## config.mk

```make
export PLATFORM = sky130hd
export DESIGN_NAME = pma_region_table
export DESIGN_NICKNAME = d
export VERILOG_FILES = /design/src/rtl/pma_pkg.sv /design/src/rtl/pma_rule_match.sv /design/src/rtl/pma_region_table.sv
export SDC_FILE = /design/constraint.sdc
export NUM_CORES = 2
export LEC_CHECK = 0
export CELL_PAD_IN_SITES_DETAIL_PLACEMENT = 1
export CELL_PAD_IN_SITES_GLOBAL_PLACEMENT = 2
export CORE_UTILIZATION = 30
export CTS_BUF_LIST = sky130_fd_sc_hd__clkbuf_8 sky130_fd_sc_hd__clkbuf_16
export DETAILED_ROUTE_END_ITERATION = 10
export HOLD_SLACK_MARGIN = 0.02
export PLACE_DENSITY_LB_ADDON = 0.3
export SYNTH_ARGS = -nofsm -noshare
export SYNTH_HDL_FRONTEND = slang
export SYNTH_HIERARCHICAL = 1
export SYNTH_SLANG_ARGS = --single-unit
export TNS_END_PERCENT = 5
```

## constraint.sdc

```tcl
create_clock -name clk_i -period 6.1 [get_ports clk_i]
set_clock_uncertainty 0.15 [all_clocks]
set_input_delay 1.22 -clock clk_i [delete_from_list [all_inputs] [get_ports clk_i]]
set_output_delay 1.22 -clock clk_i [all_outputs]
set_load 0.05 [all_outputs]
```

## src/rtl/pma_pkg.sv

```systemverilog
// Shared types for the PMA region table: attribute triple and per-entry rule record.
package pma_pkg;

    localparam int unsigned PMA_ATTR_W = 3;
    localparam int unsigned PMA_MAX_AW = 64;

    typedef struct packed {
        logic cached;
        logic exec;
        logic nonidem;
    } pma_attr_t;

    // Address fields are sized for the widest supported AddrWidth; a table
    // built for a narrower space uses the low AddrWidth bits only.
    typedef struct packed {
        logic [PMA_MAX_AW-1:0] base;
        logic [PMA_MAX_AW-1:0] len;
        pma_attr_t             attr;
        logic                  lock;
    } pma_rule_t;

endpackage

```

## src/rtl/pma_rule_match.sv

```systemverilog
// Single-entry region comparator: enabled when len != 0, matches base <= addr < base + len.
module pma_rule_match
    import pma_pkg::*;
#(
    parameter int unsigned AddrWidth = 64
) (
    input  logic [AddrWidth-1:0] base_i,
    input  logic [AddrWidth-1:0] len_i,
    input  logic [AddrWidth-1:0] addr_i,
    output logic                 match_o
);

    // One extra bit lets a region ending exactly at the top of the space
    // cover the all-ones address instead of wrapping to zero.
    logic [AddrWidth:0] limit;

    assign limit   = {1'b0, base_i} + {1'b0, len_i};
    assign match_o = (len_i != '0) && (addr_i >= base_i) && ({1'b0, addr_i} < limit);

endmodule

```

## src/rtl/pma_region_table.sv

```systemverilog
// Runtime-programmable PMA table with a one-deep registered lookup port.
// Define PMA_REGION_LOCK_EN to build per-entry lock bits that reject rewrites.
module pma_region_table
    import pma_pkg::*;
#(
    parameter int unsigned                     NrRules   = 4,
    parameter int unsigned                     AddrWidth = 64,
    parameter logic [NrRules*AddrWidth-1:0]    RstBase   = '0,
    parameter logic [NrRules*AddrWidth-1:0]    RstLen    = '0,
    parameter logic [NrRules*PMA_ATTR_W-1:0]   RstAttr   = '0,
    localparam int unsigned                    IdxW      = (NrRules > 1) ? $clog2(NrRules) : 1
) (
    input  logic                  clk_i,
    input  logic                  rst_ni,
    input  logic                  req_valid_i,
    output logic                  req_ready_o,
    input  logic [AddrWidth-1:0]  req_addr_i,
    output logic                  rsp_valid_o,
    input  logic                  rsp_ready_i,
    output logic                  rsp_hit_o,
    output logic [IdxW-1:0]       rsp_idx_o,
    output logic [PMA_ATTR_W-1:0] rsp_attr_o,
    input  logic                  cfg_we_i,
    input  logic [IdxW-1:0]       cfg_idx_i,
    input  logic [AddrWidth-1:0]  cfg_base_i,
    input  logic [AddrWidth-1:0]  cfg_len_i,
    input  logic [PMA_ATTR_W-1:0] cfg_attr_i,
    input  logic                  cfg_lock_i,
    output logic                  cfg_err_o,
    output logic [15:0]           miss_cnt_o
);

    pma_rule_t       rules_q [NrRules];
    pma_rule_t       rules_d [NrRules];
    pma_rule_t       rst_rules [NrRules];
    logic [NrRules-1:0] match;

    logic            rsp_valid_q, rsp_valid_d;
    logic            rsp_hit_q, rsp_hit_d;
    logic [IdxW-1:0] rsp_idx_q, rsp_idx_d;
    pma_attr_t       rsp_attr_q, rsp_attr_d;
    logic [15:0]     miss_cnt_q, miss_cnt_d;
    logic            cfg_err_q, cfg_err_d;

    logic            sel_hit;
    logic [IdxW-1:0] sel_idx;
    pma_attr_t       sel_attr;
    logic            req_accept;
    logic            idx_valid;
    logic            idx_locked;
    logic            wr_en;

    for (genvar g = 0; g < NrRules; g++) begin : g_match
        pma_rule_match #(
            .AddrWidth (AddrWidth)
        ) u_match (
            .base_i  (rules_q[g].base[AddrWidth-1:0]),
            .len_i   (rules_q[g].len[AddrWidth-1:0]),
            .addr_i  (req_addr_i),
            .match_o (match[g])
        );
    end

    // NOTE: every variable written in a combinational block gets a default
    // before any conditional assignment, otherwise a latch is inferred.
    always_comb begin
        for (int i = 0; i < NrRules; i++) begin
            rst_rules[i]                      = '0;
            rst_rules[i].base[AddrWidth-1:0]  = RstBase[i*AddrWidth +: AddrWidth];
            rst_rules[i].len[AddrWidth-1:0]   = RstLen[i*AddrWidth +: AddrWidth];
            rst_rules[i].attr                 = pma_attr_t'(RstAttr[i*PMA_ATTR_W +: PMA_ATTR_W]);
        end
    end

    // Walking from the top index down leaves the lowest matching entry selected.
    always_comb begin
        sel_hit  = 1'b0;
        sel_idx  = '0;
        sel_attr = '0;
        for (int i = NrRules - 1; i >= 0; i--) begin
            if (match[i]) begin
                sel_hit  = 1'b1;
                sel_idx  = IdxW'(i);
                sel_attr = rules_q[i].attr;
            end
        end
    end

    assign req_ready_o = !rsp_valid_q || rsp_ready_i;
    assign req_accept  = req_valid_i && req_ready_o;

    always_comb begin
        rsp_valid_d = rsp_valid_q;
        rsp_hit_d   = rsp_hit_q;
        rsp_idx_d   = rsp_idx_q;
        rsp_attr_d  = rsp_attr_q;
        miss_cnt_d  = miss_cnt_q;
        if (req_accept) begin
            rsp_valid_d = 1'b1;
            rsp_hit_d   = sel_hit;
            rsp_idx_d   = sel_idx;
            rsp_attr_d  = sel_attr;
            if (!sel_hit && (miss_cnt_q != 16'hFFFF)) begin
                miss_cnt_d = miss_cnt_q + 16'd1;
            end
        end else if (rsp_ready_i) begin
            rsp_valid_d = 1'b0;
        end
    end

    always_comb begin
        idx_valid  = 1'b0;
        idx_locked = 1'b0;
        for (int i = 0; i < NrRules; i++) begin
            if (cfg_idx_i == IdxW'(i)) begin
                idx_valid = 1'b1;
`ifdef PMA_REGION_LOCK_EN
                idx_locked = rules_q[i].lock;
`endif
            end
        end
        wr_en     = cfg_we_i && idx_valid && !idx_locked;
        cfg_err_d = cfg_we_i && !wr_en;

        rules_d = rules_q;
        for (int i = 0; i < NrRules; i++) begin
            if (wr_en && (cfg_idx_i == IdxW'(i))) begin
                rules_d[i].base                  = '0;
                rules_d[i].base[AddrWidth-1:0]   = cfg_base_i;
                rules_d[i].len                   = '0;
                rules_d[i].len[AddrWidth-1:0]    = cfg_len_i;
                rules_d[i].attr                  = pma_attr_t'(cfg_attr_i);
`ifdef PMA_REGION_LOCK_EN
                rules_d[i].lock                  = cfg_lock_i;
`else
                rules_d[i].lock                  = 1'b0;
`endif
            end
        end
    end

`ifndef PMA_REGION_LOCK_EN
    // Without lock support the lock field is held at zero and never read.
    logic unused_lock;
    always_comb begin
        unused_lock = cfg_lock_i;
        for (int i = 0; i < NrRules; i++) begin
            unused_lock = unused_lock ^ rules_q[i].lock;
        end
    end
`endif

    // NOTE: sequential state uses non-blocking assignments so every flop
    // samples the pre-edge values regardless of statement order.
    // NOTE: the table is a small register file holding configuration, so it
    // is reset like any other flop rather than left uninitialised like a RAM.
    always_ff @(posedge clk_i) begin
        if (!rst_ni) begin
            rules_q     <= rst_rules;
            rsp_valid_q <= 1'b0;
            rsp_hit_q   <= 1'b0;
            rsp_idx_q   <= '0;
            rsp_attr_q  <= '0;
            miss_cnt_q  <= '0;
            cfg_err_q   <= 1'b0;
        end else begin
            rules_q     <= rules_d;
            rsp_valid_q <= rsp_valid_d;
            rsp_hit_q   <= rsp_hit_d;
            rsp_idx_q   <= rsp_idx_d;
            rsp_attr_q  <= rsp_attr_d;
            miss_cnt_q  <= miss_cnt_d;
            cfg_err_q   <= cfg_err_d;
        end
    end

    assign rsp_valid_o = rsp_valid_q;
    assign rsp_hit_o   = rsp_hit_q;
    assign rsp_idx_o   = rsp_idx_q;
    assign rsp_attr_o  = rsp_attr_q;
    assign miss_cnt_o  = miss_cnt_q;
    assign cfg_err_o   = cfg_err_q;

endmodule

```

### Word-level counts from Yosys, hierarchy flattened

Cells that the tools add are included.
Widths: inputs -> output; s select.

| operators by class | value |
|---|---|
| $add $sub $neg | 5 |
| $lt $le $gt $ge | 8 |
| equal/unequal tests | 4 |
| mux-type cells | 18 |
| reduce and logical (&&, ||, !) cells | 27 |

Operator list:

| cell | count |
|---|---|
| $add 64x64->65 | 4 |
| $lt 64x65->1 | 4 |
| $ge 64x64->1 | 4 |
| $reduce_bool 64->1 | 4 |
| $add 16x1->16 const B | 1 |
| $logic_and 1x1->1 | 16 |
| $ne 16x16->1 const B | 1 |
| $mux 3 | 4 |
| $mux 1 | 10 |
| $mux 2 | 4 |
| $eq 2x2->1 const B | 2 |
| $logic_not 1->1 | 3 |
| $eq 2x1->1 const B | 1 |
| $logic_not 2->1 | 1 |
| $reduce_and 2->1 | 1 |
| $reduce_bool 2->1 | 1 |
| $logic_or 1x1->1 | 1 |

| word-level totals | value |
|---|---|
| register bits | 548 |
| bits of input ports | 203 |
| output and inout port bits | 25 |
| word-level logic and storage cells | 90 |

### Longest topological paths before layout

| depth | value |
|---|---|
| depth after elaboration | 10 |
| mapped depth | 31 |
| depth with buffers taken out | 28 |

### Hierarchy

Netlist, hierarchy kept.

Modules (own cells, without submodules):

| module | times used | cells each | area each (um^2) | sequential area each (um^2) |
|---|---|---|---|---|
| pma_rule_match at g_match[0].u_match ... | 3 | 945 | 6,869.1 | 0.0 |
| pma_region_table | 1 | 2,438 | 19,025.7 | 10,970.5 |
| pma_rule_match at g_match[1].u_match | 1 | 950 | 6,845.3 | 0.0 |

### Worst setup path before layout

OpenSTA, ideal clock, no wires.

| timing | value |
|---|---|
| path type | register to register |
| start | register rules_q[332] (netlist name) |
| end | register miss_cnt_q[15] (netlist: miss_cnt_o[15]) |
| setup time | 0.120 ns |
| arrival time | 6.253 ns |
| required time | 5.830 ns |
| path slack | -0.422 ns |
| cell stages (with the launch flop) | 31 |
| path buffers | 2 |
| clock period less this slack | 6.522 ns |
| path through | dfxtp_1 > ha_1 > inv_1 > fa_1 > nor2b_1 > o31a_1 > a21oi_1 > nand3_1 > a31oi_1 > o31ai_1 > a41oi_1 > o31ai_1 > mux2_1 > nand3_1 > ha_1 > nand4_1 > nor3_1 > nand4_1 > nor3_1 > a21oi_1 > o211ai_1 > a31oi_1 > or4_1 > a31oi_1 > a211oi_1 > clkbuf_1 > or4_4 > or3_1 > buf_2 > or4b_1 > mux2i_1 |

| on the way | value |
|---|---|
| longest elaborated chain between the ends | 8 |
| elaborated cells between the ends (all ways) | 10 |
| those cells by class | 1 x add/sub; 2 x order compare; 2 x mux; 5 x reduce/logical |

RTL lines:

| element | RTL line | text |
|---|---|---|
| from (decl) | pma_region_table.sv:33 | `pma_rule_t rules_q [NrRules];` |
| from (signal assigned) | pma_region_table.sv:159 | `rules_q <= rst_rules;` |
| from (signal assigned) | pma_region_table.sv:167 | `rules_q <= rules_d;` |
| $add 64x64->65 / $ge 64x64->1 (equally long branches) | pma_rule_match.sv:17, pma_rule_match.sv:18 |  |
| $lt 64x65->1 / $logic_and 1x1->1 (equally long branches) | pma_rule_match.sv:18 | `assign match_o = (len_i != '0) && (addr_i >= base_i) && ({1'b0, addr_i} < limit);` |
| $logic_and 1x1->1 * | pma_rule_match.sv:18 |  |
| via match[1] | pma_region_table.sv:36 | `logic [NrRules-1:0] match;` |
| $mux 1 * (2 in series) | pma_region_table.sv:81 | `if (match[i]) begin` |
| $logic_not 1->1 * | pma_region_table.sv:103 | `if (!sel_hit && (miss_cnt_q != 16'hFFFF)) begin` |
| $logic_and 1x1->1 * | pma_region_table.sv:103 |  |
| $reduce_and 2->1 (no line) * | - |  |
| to (signal assigned) | pma_region_table.sv:172 | `miss_cnt_q <= miss_cnt_d;` |
| to (decl) | pma_region_table.sv:42 | `logic [15:0] miss_cnt_q, miss_cnt_d;` |

Mark *: on every way through the listed nets, which the timed path passes. The rest lies on a longest branch.
A chain may end at the register's enable or synchronous reset.

### Final worst setup path

| timing | value |
|---|---|
| start | register rules_q[335] (netlist name) |
| end | register miss_cnt_q[12] (netlist: miss_cnt_o[12]) |

Same word-level chain as after synthesis.

==> summary.txt <==
status - complete, but fails checks
failing checks - design-rule violations, negative setup slack
maximum VDD drop - 0.185 mV
Critical Path RT - 6.56 ns
n_diodes - 0
RSZ-0062 raised after global routing - yes
Nets - 8,619
Pins Over Slew Limit - 0
Slew @ Worst Pin - 1.24 ns
H-tree depth - 3
Port Buf Inserts - 226
WL final - 239,000 um
CP endpoint kind - flip-flop
post-route ant nets - 0
pre-CTS worst setup slack - -1.35 ns
Tightest Hold Check Type - reg2reg
Slowest cell on crit path - or4_4
register area - 0.0110 sq mm
Root Driver - clkbuf_16
average cell area after synthesis - 7.47 sq um
Fmax achieved - 145 MHz
die area - 0.157 sq mm
crit share post-route - 113%
initial antenna violation count - 6
final hold vios - 0
worst-path maximum fanout - 5
first-pass GRT wire length - 350,000 um
Post-Synthesis Cells - 6,223
aggregate global routing overflow - 0
Hold EP - rules_q[398]$_SDFFE_PN0P_
largest net degree at the start of global routing - 132
main flop type after synthesis - dfxtp_1
Starting Density - 30.2%
hold slack - 0.308 ns
1st-iter DRT viols - 3,186
clk_lat worst skew - 0.70 ns
origin of the critical flop-to-flop path - rules_q[335]$_SDFFE_PN0P_
syn_nets - 7,195
vias in the first global route - 52,906
CTS buffer count - 79
R2R Setup Slk - -0.78 ns
share of cells above drive strength 1 - 21.8%
clk buf depth - 3
worst reg2reg path endpoint - miss_cnt_o[12]$_SDFFE_PN0P_
Seq/Total Area, Yosys - 23.6%
Rows - 144
CP startpoint kind - flip-flop
number of synthesized flops with an enable pin - 0
Filler Cells Inserted - 18,861
vias per inst - 5.33
FF-to-FF path depth - 26
CTS Hold Bufs - 0
minimum clock period - 6.88 ns
Worst Min Path Start - rules_q[398]$_SDFFE_PN0P_
Area growth syn-to-layout - 38.9%
Multi-input gate area - 0.0338 sq mm
CTS tree - done
Hold Path Stages - 2
Final WS setup - -0.779 ns
Worst Path Arrival - 7.34 ns
Clk pin slew, worst setup/hold paths - 0.06 ns
synthesis-stage register bit count - 548
cell area after synthesis - 0.0465 sq mm
I/O pin total - 228
Pwr Density - 177 mW/mm^2
WL/cell - 24.5 um
Crit path top cell by count - or4_4
GP Congestion - 0.946
Synth cell types - 87
routed via count - 51,902
Die W - 396 um
gr usage total - 29.7%
Die Y - 396 um
Leak - 28.2 nW
Worst path max stage delay - 0.61 ns
WS Path Type - reg2reg
Core ar. - 0.154 sq mm
TritonRoute pass-1 iters - 10
worst path bufs/invs - 1
asr flop ratio synth - 0%
family with the most delay on the worst path - simple AND/OR/NAND/NOR gates
Rel. slew slack - 17.6%
max-cap violations - 0
DPL Wire Length - 195,000 um
drt drc - 1
Final setup viols - 18
Synth Warn # - 6
clock sink total - 548
## state kept, by name, summed over array words and instances (netlist names)
| name | flops |
|---|---|
| rsp_attr_o | 3 |
| miss_cnt_o | 16 |
| rules_q | 524 |
| rsp_valid_o | 1 |
| rsp_hit_o | 1 |
| cfg_err_o | 1 |
| rsp_idx_o | 2 |
## how the worst max path moves through the flow
stage | start | slack (ns) | cells past startpoint | endpoint
2_1_floorplan | rules_q[332]$_SDFFE_PN0P_ | -0.03 | 29 | miss_cnt_o[11]$_SDFFE_PN0P_
3_3_place_gp | rules_q[201]$_SDFFE_PN0P_ | -1.15 | 31 | miss_cnt_o[7]$_SDFFE_PN0P_
3_5_place_dp | rules_q[400]$_SDFFE_PN0P_ | -1.35 | 28 | miss_cnt_o[7]$_SDFFE_PN0P_
4_1_cts | rules_q[268]$_SDFFE_PN0P_ | -0.86 | 28 | miss_cnt_o[15]$_SDFFE_PN0P_
5_1_grt | rules_q[269]$_SDFFE_PN0P_ | -0.98 | 25 | miss_cnt_o[12]$_SDFFE_PN0P_
6_report | rules_q[335]$_SDFFE_PN0P_ | -0.78 | 26 | miss_cnt_o[12]$_SDFFE_PN0P_
## cell families (layout without fill, tap and decap cells)
kind of cell	Yosys count	count (layout)	synth area share, %
other	1	1	0.00807
adders and majority gates	769	769	20.8
buffers and inverters	621	2097	5.16
DFF	548	548	23.6
and+or+nand+nor	2171	2172	20.9
xor gates and xnor gates	241	241	4.54
muxes	8	8	0.175
AOI/OAI and AO/OA	1864	1864	24.8
## report_power, final
group          internal (W)  switching [W]  total, W
Sequential          0.00370       0.000114   0.00382
Combinational       0.00122        0.00161   0.00283
Clock               0.00282        0.00195   0.00477
## per-stage QoR
| stage | std cells | setup TNS, ns | util, % | total power, W | instance area (sq um) |
|---|---|---|---|---|---|
| floorplan | 6223 | -0.149 | - | 0.00511 | 46500 |
| global placement | 9597 | -20.97 | 39.8 | 0.00657 | 61300 |
| finish | 9744 | -11.22 | 42.0 | 0.0114 | 64600 |
| CTS | 9739 | -12.90 | 41.8 | 0.0115 | 64200 |
| global route | 9744 | -15.93 | 42.0 | 0.0119 | 64600 |
| detailed placement | 9597 | -23.87 | 39.8 | 0.00664 | 61300 |
## cell usage after synthesis, types with 7 or more instances
cell type	number	area share, %
o21ai_0	149	1.6
a211oi_1	38	0.61
nand4_1	168	2.3
a21oi_1	944	10
a221oi_1	15	0.28
nand2_1	1351	11
o21bai_1	64	1.0
or4_1	15	0.24
a21boi_0	11	0.18
ha_1	765	21
and2_1	8	0.11
nor2b_1	48	0.65
nor4_1	86	1.2
a221o_1	11	0.24
inv_1	351	2.8
o21a_1	27	0.44
nand2b_1	48	0.65
and4_1	22	0.41
and3_1	25	0.34
clkbuf_1	240	1.9
o31ai_1	31	0.50
xnor2_1	150	2.8
xor2_1	91	1.7
nor3_1	55	0.59
nor3b_1	9	0.15
mux2i_1	7	0.15
dfxtp_1	548	24
a2111oi_0	12	0.23
a211oi_2	7	0.19
a311oi_1	13	0.24
a21oi_2	12	0.23
or3_1	13	0.17
o21ai_1	65	0.70
a31oi_1	34	0.46
o2111ai_1	9	0.17
o211ai_1	21	0.34
a21o_1	307	5.0
nor2_1	208	1.7
nand3_1	74	0.80
buf_2	22	0.24
a2111o_1	7	0.17
## worst min-delay path, stage by stage, from the launching register on
cell	delay, ns
dfxtp_1	0.31
nand2_1	0.05
a21oi_1	0.05
## layout make-up
class | count | area share [%]
Clock buffer | 96 | 3.44
Multi-Input combinational cell | 5055 | 52.4
Inverter | 353 | 2.06
Tap cell | 2044 | 3.96
Timing Repair Buffer | 1610 | 20.6
Sequential cell | 548 | 17.0
Clock inverter | 38 | 0.546
## cells in the final DEF, fill, tap and decap left out, drive strengths merged, types with 48 or more instances in the layout
cell type      synthesis  routed
nor3                  58      58
nor4                  89      89
nand4                168     168
inv                  353     376
dfxtp                548     548
o21bai                64      64
o21ai                226     226
nor2b                 51      51
a21o                 307     307
xor2                  91      91
nand2b                48      48
ha                   765     765
a21oi                959     959
xnor2                150     150
nor2                 211     211
nand2               1351    1351
clkdlybuf4s50          0     226
nand3                 74      74
buf                   28    1384
clkbuf               240      96
## routing by layer
metal	GRT usage, %	share of wire [%]	routed length, um	vias to the layer above
li1	-	-	-	24967
met1	39.1	46	109000	25535
met2	49.8	47	111000	1032
met3	3.24	3.7	8900	362
met4	10.6	4.0	9640	6
met5	0	0.017	41	-
## repair_timing
item	4_1_cts	5_1_grt
pin swaps	29	39
hold endpoints to repair	0	0
setup buffers	7	6
gates resized for setup	57	57
gates cloned	1	0
endpoints found under the setup margin	22	22
Power figures use the tool's default switching activity.
